File: src/rtl/reply_frame_encoder.sv
// Serialises one register reply as a framed, byte-stuffed stream for a UART transmitter:
// START, header, MSB-first payload, END, with any reserved byte in the body preceded by ESC.
module reply_frame_encoder #(
    parameter logic [7:0] START_CHAR = 8'h7B,
    parameter logic [7:0] END_CHAR   = 8'h7D,
    parameter logic [7:0] ESC_CHAR   = 8'h5C
) (
    input  logic        clk_12MHz,
    input  logic        reset_n,
    input  logic        start,
    input  logic [7:0]  reg_addr,
    input  logic [31:0] reg_data,
    input  logic [2:0]  reg_size,
    output logic [7:0]  tx_data,
    output logic        tx_valid,
    input  logic        tx_ready,
    output logic        busy,
    output logic        done
);

    typedef enum logic [2:0] {
        IDLE,
        SEND_START,
        SEND_ESC,
        SEND_BYTE,
        SEND_END
    } state_t;

    typedef struct packed {
        logic [7:0]  addr;
        logic [31:0] data;
        logic [2:0]  size;
    } reply_t;

    state_t     state_q, state_d;
    reply_t     req_q;
    logic [2:0] idx_q, idx_d;
    logic       done_q, done_d;
    logic [2:0] size_clamped;
    logic [7:0] cur_byte, nxt_byte;

    // Body index 0 is the header; index k (1..size) is payload byte number size-k.
    function automatic logic [7:0] byte_at(input reply_t r, input logic [2:0] i);
        logic [2:0] sel;
        byte_at = 8'h00;
        sel     = 3'(r.size - i);
        if (i == 3'd0) begin
            byte_at = r.addr;
        end else begin
            case (sel)
                3'd0:    byte_at = r.data[7:0];
                3'd1:    byte_at = r.data[15:8];
                3'd2:    byte_at = r.data[23:16];
                3'd3:    byte_at = r.data[31:24];
                default: byte_at = 8'h00;
            endcase
        end
    endfunction

    function automatic logic is_special(input logic [7:0] b);
        is_special = (b == START_CHAR) || (b == END_CHAR) || (b == ESC_CHAR);
    endfunction

    assign size_clamped = (reg_size > 3'd4) ? 3'd4 : reg_size;
    assign cur_byte     = byte_at(req_q, idx_q);
    assign nxt_byte     = byte_at(req_q, 3'(idx_q + 3'd1));
    assign tx_valid     = (state_q != IDLE);
    assign busy         = (state_q != IDLE);
    assign done         = done_q;

    always_comb begin
        state_d = state_q;
        idx_d   = idx_q;
        done_d  = 1'b0;
        tx_data = 8'h00;
        case (state_q)
            IDLE: begin
                if (start) begin
                    state_d = SEND_START;
                    idx_d   = 3'd0;
                end
            end
            SEND_START: begin
                tx_data = START_CHAR;
                if (tx_ready) state_d = is_special(cur_byte) ? SEND_ESC : SEND_BYTE;
            end
            SEND_ESC: begin
                tx_data = ESC_CHAR;
                if (tx_ready) state_d = SEND_BYTE;
            end
            SEND_BYTE: begin
                tx_data = cur_byte;
                if (tx_ready) begin
                    if (idx_q == req_q.size) begin
                        state_d = SEND_END;
                    end else begin
                        idx_d   = 3'(idx_q + 3'd1);
                        state_d = is_special(nxt_byte) ? SEND_ESC : SEND_BYTE;
                    end
                end
            end
            SEND_END: begin
                tx_data = END_CHAR;
                if (tx_ready) begin
                    state_d = IDLE;
                    done_d  = 1'b1;
                end
            end
            default: state_d = IDLE;
        endcase
    end

    always_ff @(posedge clk_12MHz or negedge reset_n) begin
        if (!reset_n) begin
            state_q <= IDLE;
            idx_q   <= 3'd0;
            done_q  <= 1'b0;
            req_q   <= '0;
        end else begin
            state_q <= state_d;
            idx_q   <= idx_d;
            done_q  <= done_d;
            if (state_q == IDLE && start) begin
                req_q.addr <= reg_addr;
                req_q.data <= reg_data;
                req_q.size <= size_clamped;
            end
        end
    end

endmodule

File: config.mk
export PLATFORM = sky130hd
export DESIGN_NAME = reply_frame_encoder
export DESIGN_NICKNAME = d
export VERILOG_FILES = /design/src/rtl/reply_frame_encoder.sv
export SDC_FILE = /design/constraint.sdc
export NUM_CORES = 1
export LEC_CHECK = 0
export CORE_ASPECT_RATIO = 1.5
export CORE_MARGIN = 2
export CORE_UTILIZATION = 45
export CTS_BUF_LIST = sky130_fd_sc_hd__clkbuf_2
export CTS_CLUSTER_DIAMETER = 40
export DETAILED_ROUTE_END_ITERATION = 16
export PLACE_DENSITY_LB_ADDON = 0.15
export SKIP_CTS_REPAIR_TIMING = 1
export SYNTH_ARGS = -nofsm -noshare
export SYNTH_HDL_FRONTEND = slang
export SYNTH_SLANG_ARGS = --single-unit
File: constraint.sdc
create_clock -name clk_12MHz -period 4.7 [get_ports clk_12MHz]
set_input_delay 0.47 -clock clk_12MHz [delete_from_list [all_inputs] [get_ports clk_12MHz]]
set_output_delay 0.47 -clock clk_12MHz [all_outputs]
set_load 0.01 [all_outputs]
---- After elaboration in Yosys (flattened, before gate mapping) ----
Index checks and enable logic that the tools add are counted.
W data, S select, Z words.
storage, ports and cells
  logic and storage cells ................. 68
  bits in registers ....................... 50
  input bits .............................. 47
  output and inout port bits .............. 11
operators by class
  multiplexer cells ....................... 21
  reduce and logical (&&, ||, !) cells .... 14
  equal/unequal tests ..................... 23
  $add $sub $neg .......................... 3
  order comparisons ....................... 1
operators by type and width
  kind                   count
  $pmux W8 S4            3
  $eq A8 B7 Y1 const B   6
  $mux W3                10
  $eq A3 B2 Y1 const B   6
  $mux W8                2
  $logic_not A3 Y1       5
  $pmux W3 S5            1
  $ne A2 B2 Y1 const B   6
  $eq A3 B1 Y1 const B   3
  $pmux W3 S2            1
  $sub A3 B3 Y3          2
  $reduce_and A5 Y1      1
  $logic_or A1 B1 Y1     4
  $mux W1                4
  $reduce_and A4 Y1      1
  $add A3 B1 Y3 const B  1
  $eq A3 B3 Y1           1
  $eq A3 B3 Y1 const B   1
  $gt A3 B3 Y1 const B   1
  $reduce_bool A3 Y1     1
  $reduce_bool A2 Y1     1
  $logic_and A1 B1 Y1    1

---- Depth between registers and ports, before layout ----
  depth after elaboration ................. 12
  mapped depth ............................ 11
  mapped depth without buffers ............ 10

---- Worst setup path after synthesis ----
Ideal clock, no wire load.
  path type ............................... reg-to-reg
  from .................................... register idx_q[0]
  to ...................................... register state_q[0]
  library setup time ...................... 0.136 ns
  clock period less this slack ............ 2.770 ns
  path slack .............................. 1.930 ns
  cell stages (with the launch flop) ...... 10
  path buffers ............................ 1
  required time ........................... 4.564 ns
  data arrival time ....................... 2.634 ns
  cells stage by stage .................... dfrtp_1 -> inv_1 -> ha_1 -> fa_1 -> buf_2 -> mux4_2 -> or2_0 -> a221o_1 -> a221oi_2 -> o22ai_1
on the way
  cells in the longest elaborated chain, start to end .. 12
  elaborated cells on any way between the ends .. 34
  those cells by class .................... add/sub (3); eq/ne (13); mux (10); reduce/logical (8)
ends and longest elaborated chain
  item                                  RTL line  text
  start: declaration                    37        logic [2:0] idx_q, idx_d;
  start signal: assignment              121       idx_q <= idx_d;
  $add A3 B1 Y3                         66        assign nxt_byte = byte_at(req_q, 3'(idx_q + 3'd1));
  $sub A3 B3 Y3                         46        sel = 3'(r.size - i);
  $eq A3 B2 Y1 (tied with other cells)  50        case (sel)
  $pmux W8 S4                           50
  $mux W8                               47        if (i == 3'd0) begin
  $eq A8 B7 Y1                          61        is_special = (b == START_CHAR) || (b == END_CHAR) || (b == ESC_CHAR);
  $logic_or A1 B1 Y1 (2 in a row)       61
  $mux W1                               98        state_d = is_special(nxt_byte) ? SEND_ESC : SEND_BYTE;
  $mux W3                               94        if (idx_q == req_q.size) begin
  $mux W3                               93        if (tx_ready) begin
  $pmux W3 S5 *                         76        case (state_q)
  end signal: assignment                120       state_q <= state_d;
  end: declaration                      35        state_t state_q, state_d;
Every way passes the cells marked *; elsewhere a longest branch is shown, timed or not. The select of a mux whose other input is x is not followed.
A chain may end at the register's enable or synchronous reset.

---- Worst setup path after layout ----
  from .................................... register idx_q[0]
  to ...................................... output port tx_data[0]
on the way
  cells in the longest elaborated chain, start to end .. 5
  elaborated cells on any way between the ends .. 9
  those cells by class .................... add/sub (1); eq/ne (3); mux (3); reduce/logical (2)
ends and longest elaborated chain
  item                                  RTL line  text
  $sub A3 B3 Y3                         46
  $eq A3 B2 Y1 (tied with other cells)  50
  $pmux W8 S4                           50
  $mux W8 *                             47
  $pmux W8 S4 *                         76
  end: declaration                      14        output logic [7:0] tx_data,
Every way passes the cells marked *; elsewhere a longest branch is shown, timed or not.

==> out/qor_table.md <==
| Step | Quantity | Reported |
|:---|:---|:---|
| final layout | Net count of the finished layout | 434 |
| sta | Max Transition Viols Final | 0 |
| sta | Worst slew margin relative to its limit | 27.9% |
| floorplanning | Floorplan die height | 103 um |
| run status | Result of the run | finished, final reports clean |
| final layout | Final standard cell count with taps included and fillers excluded | 455 |
| logic synthesis | Number of synthesized register bits | 50 |
| logic synthesis | Share of Yosys cell area claimed by the top area cell type | 42.5% |
| placement | DP HPWL | 5.10 mm |
| floorplanning | Overall die width | 70.0 um |
| cts | CTS Buf Count | 5 |
| sta | Setup repair after global routing missed its margin | false |
| setup path | Startpoint type of the worst setup path | register |
| routing | DRC | 0 |
| sta | Clock skew | 0.00757 ns |
| power | Power density cells | 769 nW/um^2 |
| setup path | Worst EP arrival | 3.49 ns |
| placement | Placed Instances | 448 |
| floorplanning | Standard-cell rows | 36 |
| setup path | Cells on worst reg2reg path | 9 |
| global route | Antenna violations before repair | 0 |
| worst hold path | Min-delay worst type | in2async |
| cts | Library cell used as clock root buffer | sky130_fd_sc_hd__clkbuf_2 |
| logic synthesis | Cell taking the most area after synthesis | sky130_fd_sc_hd__dfrtp_1 |
| final layout | Antenna cell count | 0 |
| setup path | Reg2reg start | idx_q[0]$_DFFE_PN0P_ |
| routing | WL/cell | 14.8 um |
| floorplanning | Total Die Area | 7210 sq um |
| logic synthesis | Sequential area share after synthesis | 42.5% |
| logic synthesis | Syn avg cell area | 8.83 sq um |
| sta | Worst Tran Pin Value | 1.08 ns |
| setup path | Maximum fanout count along the critical path | 19 |
| power | Leak | 1.67 nW |
| global route | Largest net degree at the start of global routing | 51 |
| final layout | Fin util | 56.0% |
| setup path | Endpoint of the most critical register-to-register path | state_q[0]$_DFFE_PN0P_ |
| cts | Clock sinks | 50 |
| cts | Clk buf depth | 2 |
| logic synthesis | Ys flop type | sky130_fd_sc_hd__dfrtp_1 |
| logic synthesis | Main area contributors after synthesis | sky130_fd_sc_hd__dfrtp_1 43%, sky130_fd_sc_hd__nand2_1 18%, sky130_fd_sc_hd__mux4_2 9.2% |
| sta | Setup Total Neg Slack | 0 ns |
| logic synthesis | Cell area after technology mapping | 2940 sq um |
| final layout | Number of fillers in the final layout | 601 |
| logic synthesis | Async set-reset flop share out of synthesis | 100% |
| routing | First-pass DRT Iterations | 4 |
| global route | Wire length of the first global-routing pass | 11.6 mm |
| setup path | Internal reg-to-reg setup slack | 1.53 ns |
| run | Max-capacitance violation count | 0 |
| sta | Final Cycle Share | 84.2% |
| placement | Global placer's final weighted congestion | 0.833 |
| final layout | Proportion of layout cells with a drive suffix above 1 | 6.86% |
| setup path | Last element of the critical path | tx_data[0] |
| sta | Fin. Hold Viols | 0 |
| global route | Number of global-route vias before repair | 2442 |
| placement | Post-Place Worst Slack | 1.23 ns |
| setup path | Critical path required time | 4.23 ns |
| floorplanning | Initial core utilization | 46.0% |
| cts | Clock latency at the later pin of the worst-skew pair | 0.42 ns |
| floorplanning | Core Box Area | 6400 sq um |
| logic synthesis | Syn_nets | 388 |
| sta | PnR worst setup slack | 0.745 ns |
| cts | Number of levels in the clock H-tree | 2 |
| logic synthesis | Count of yosys warnings during synthesis | 0 |
| setup path | Critical Path Source | idx_q[0]$_DFFE_PN0P_ |
| routing | 1st-iter DRT viols | 137 |
| routing | Per-cell via count in the routed design | 5.40 |
| global route | GRT Util Overall | 20.2% |
| setup path | Critical path capture point type | output pin |
| final layout | Relative area change from synthesis to final layout | 21.8% |
| placement | Count of input and output buffers | 57 |
| sta | Crit path time final | 3.96 ns |
| power | Worst-case vdd ir drop | 338 uV |
| setup path | Classification of the worst setup path | reg2out |
| floorplanning | I/O pin cnt | 58 |
| routing | Count of nets left with antenna violations after detail routing | 0 |
| routing | Via count | 2455 |
| routing | Post-Route WL | 6.72 mm |
| sta | Highest clock frequency the design can meet | 253 MHz |
| cts | Clock transition at path regs | 0.24 ns |
| sta | Number of setup violations in the final report | 0 |
| cts | Clock tree from TritonCTS | done |
| logic synthesis | Synth cell types | 54 |
| logic synthesis | Number of flops mapped to enable cells by yosys | 0 |
| global route | Global route total overflow | 0 |
| logic synthesis | Number of standard cells after synthesis | 333 |
cell type report:
type	count	area, sq um	share of cell area (%)
clock inverter	2	33.8	0.943
inverter	12	45.0	1.26
sequential	50	1250	34.9
timing repair buffer	59	581	16.2
tap	76	95.1	2.65
clock buffer	5	25.0	0.699
multi-input combinational	251	1550	43.3
stage by stage:
step | hold slack (ns) | total power [mW] | area (sq um)
2_1_floorplan | 0.174 | 2.06 | 2940
3_3_place_gp | 0.486 | 2.51 | 3520
3_5_place_dp | 0.489 | 2.55 | 3520
4_1_cts | 0.258 | 2.77 | 3580
5_1_grt | 0.267 | 3.00 | 3580
6_report | 0.198 | 2.76 | 3580
per-layer routing:
layer,global-route usage [%],wire length (um),vias up
met5,0,0,-
met4,6.21,114,0
met3,3.32,218,9
met2,38.1,3600,49
met1,23.4,2780,1177
li1,-,-,1220
how the worst min path moves through the flow:
| stage | start | to | slack [ns] | cells after the start |
|---|---|---|---|---|
| 5_1_grt | reset_n | req_q[2]$_DFFE_PN0P_ | 0.27 | 1 |
| 4_1_cts | reset_n | req_q[13]$_DFFE_PN0P_ | 0.26 | 1 |
| 3_3_place_gp | req_q[24]$_DFFE_PN0P_ | req_q[24]$_DFFE_PN0P_ | 0.49 | 2 |
| 2_1_floorplan | reset_n | done$_DFF_PN0_ | 0.17 | 0 |
| 3_5_place_dp | req_q[20]$_DFFE_PN0P_ | req_q[20]$_DFFE_PN0P_ | 0.49 | 2 |
| 6_report | reset_n | req_q[1]$_DFFE_PN0P_ | 0.20 | 1 |
flip-flops by register name, indices dropped and copies added (netlist names):
signal and flops:
done 1, idx_q 3, state_q 3, req_q 43
cell usage after synthesis (all sizes together) (3+ instances only):
library cell,number
a22o,4
a22oi,3
a31oi,4
and2,3
buf,7
clkbuf,13
dfrtp,50
ha,6
inv,11
mux4,12
nand2,138
nand3,6
nand3b,4
nor2,7
nor2b,5
o21ai,11
o22ai,4
or2,3
xor2,6
worst max-delay path, cell delays in order, from the launching register on:
cell	delay (ns)
sky130_fd_sc_hd__dfrtp_1	0.51
sky130_fd_sc_hd__inv_1	0.10
sky130_fd_sc_hd__ha_1	0.87
sky130_fd_sc_hd__mux4_2	0.60
sky130_fd_sc_hd__a22o_1	0.25
sky130_fd_sc_hd__o21ai_0	0.17
sky130_fd_sc_hd__nand2_1	0.08
sky130_fd_sc_hd__clkdlybuf4s50_1	0.47
cell families after synthesis:
family          count (synthesis)  synth area share [%]
xor+xnor                        7                  2.08
flops                          50                  42.5
compound gates                 42                  10.2
simple gates                  178                  25.9
mux                            16                  10.6
fa+ha+maj                       8                  3.91
buf+inv                        32                  4.72
power by group:
group | internal, mW | switching (mW)
Combinational | 0.853 | 0.829
Clock | 0.0854 | 0.132
Sequential | 0.632 | 0.223
cells in the final DEF (no fill, tap or decap), types with 5 or more instances in the layout:
cell,instances
sky130_fd_sc_hd__clkbuf_2,5
sky130_fd_sc_hd__nor2_1,7
sky130_fd_sc_hd__o21ai_0,10
sky130_fd_sc_hd__inv_1,11
sky130_fd_sc_hd__dfrtp_1,50
sky130_fd_sc_hd__mux4_2,12
sky130_fd_sc_hd__nand2_1,138
sky130_fd_sc_hd__xor2_1,6
sky130_fd_sc_hd__nand3_1,6
sky130_fd_sc_hd__clkdlybuf4s50_1,56
sky130_fd_sc_hd__ha_1,6
(Power assumes the default switching activity.)
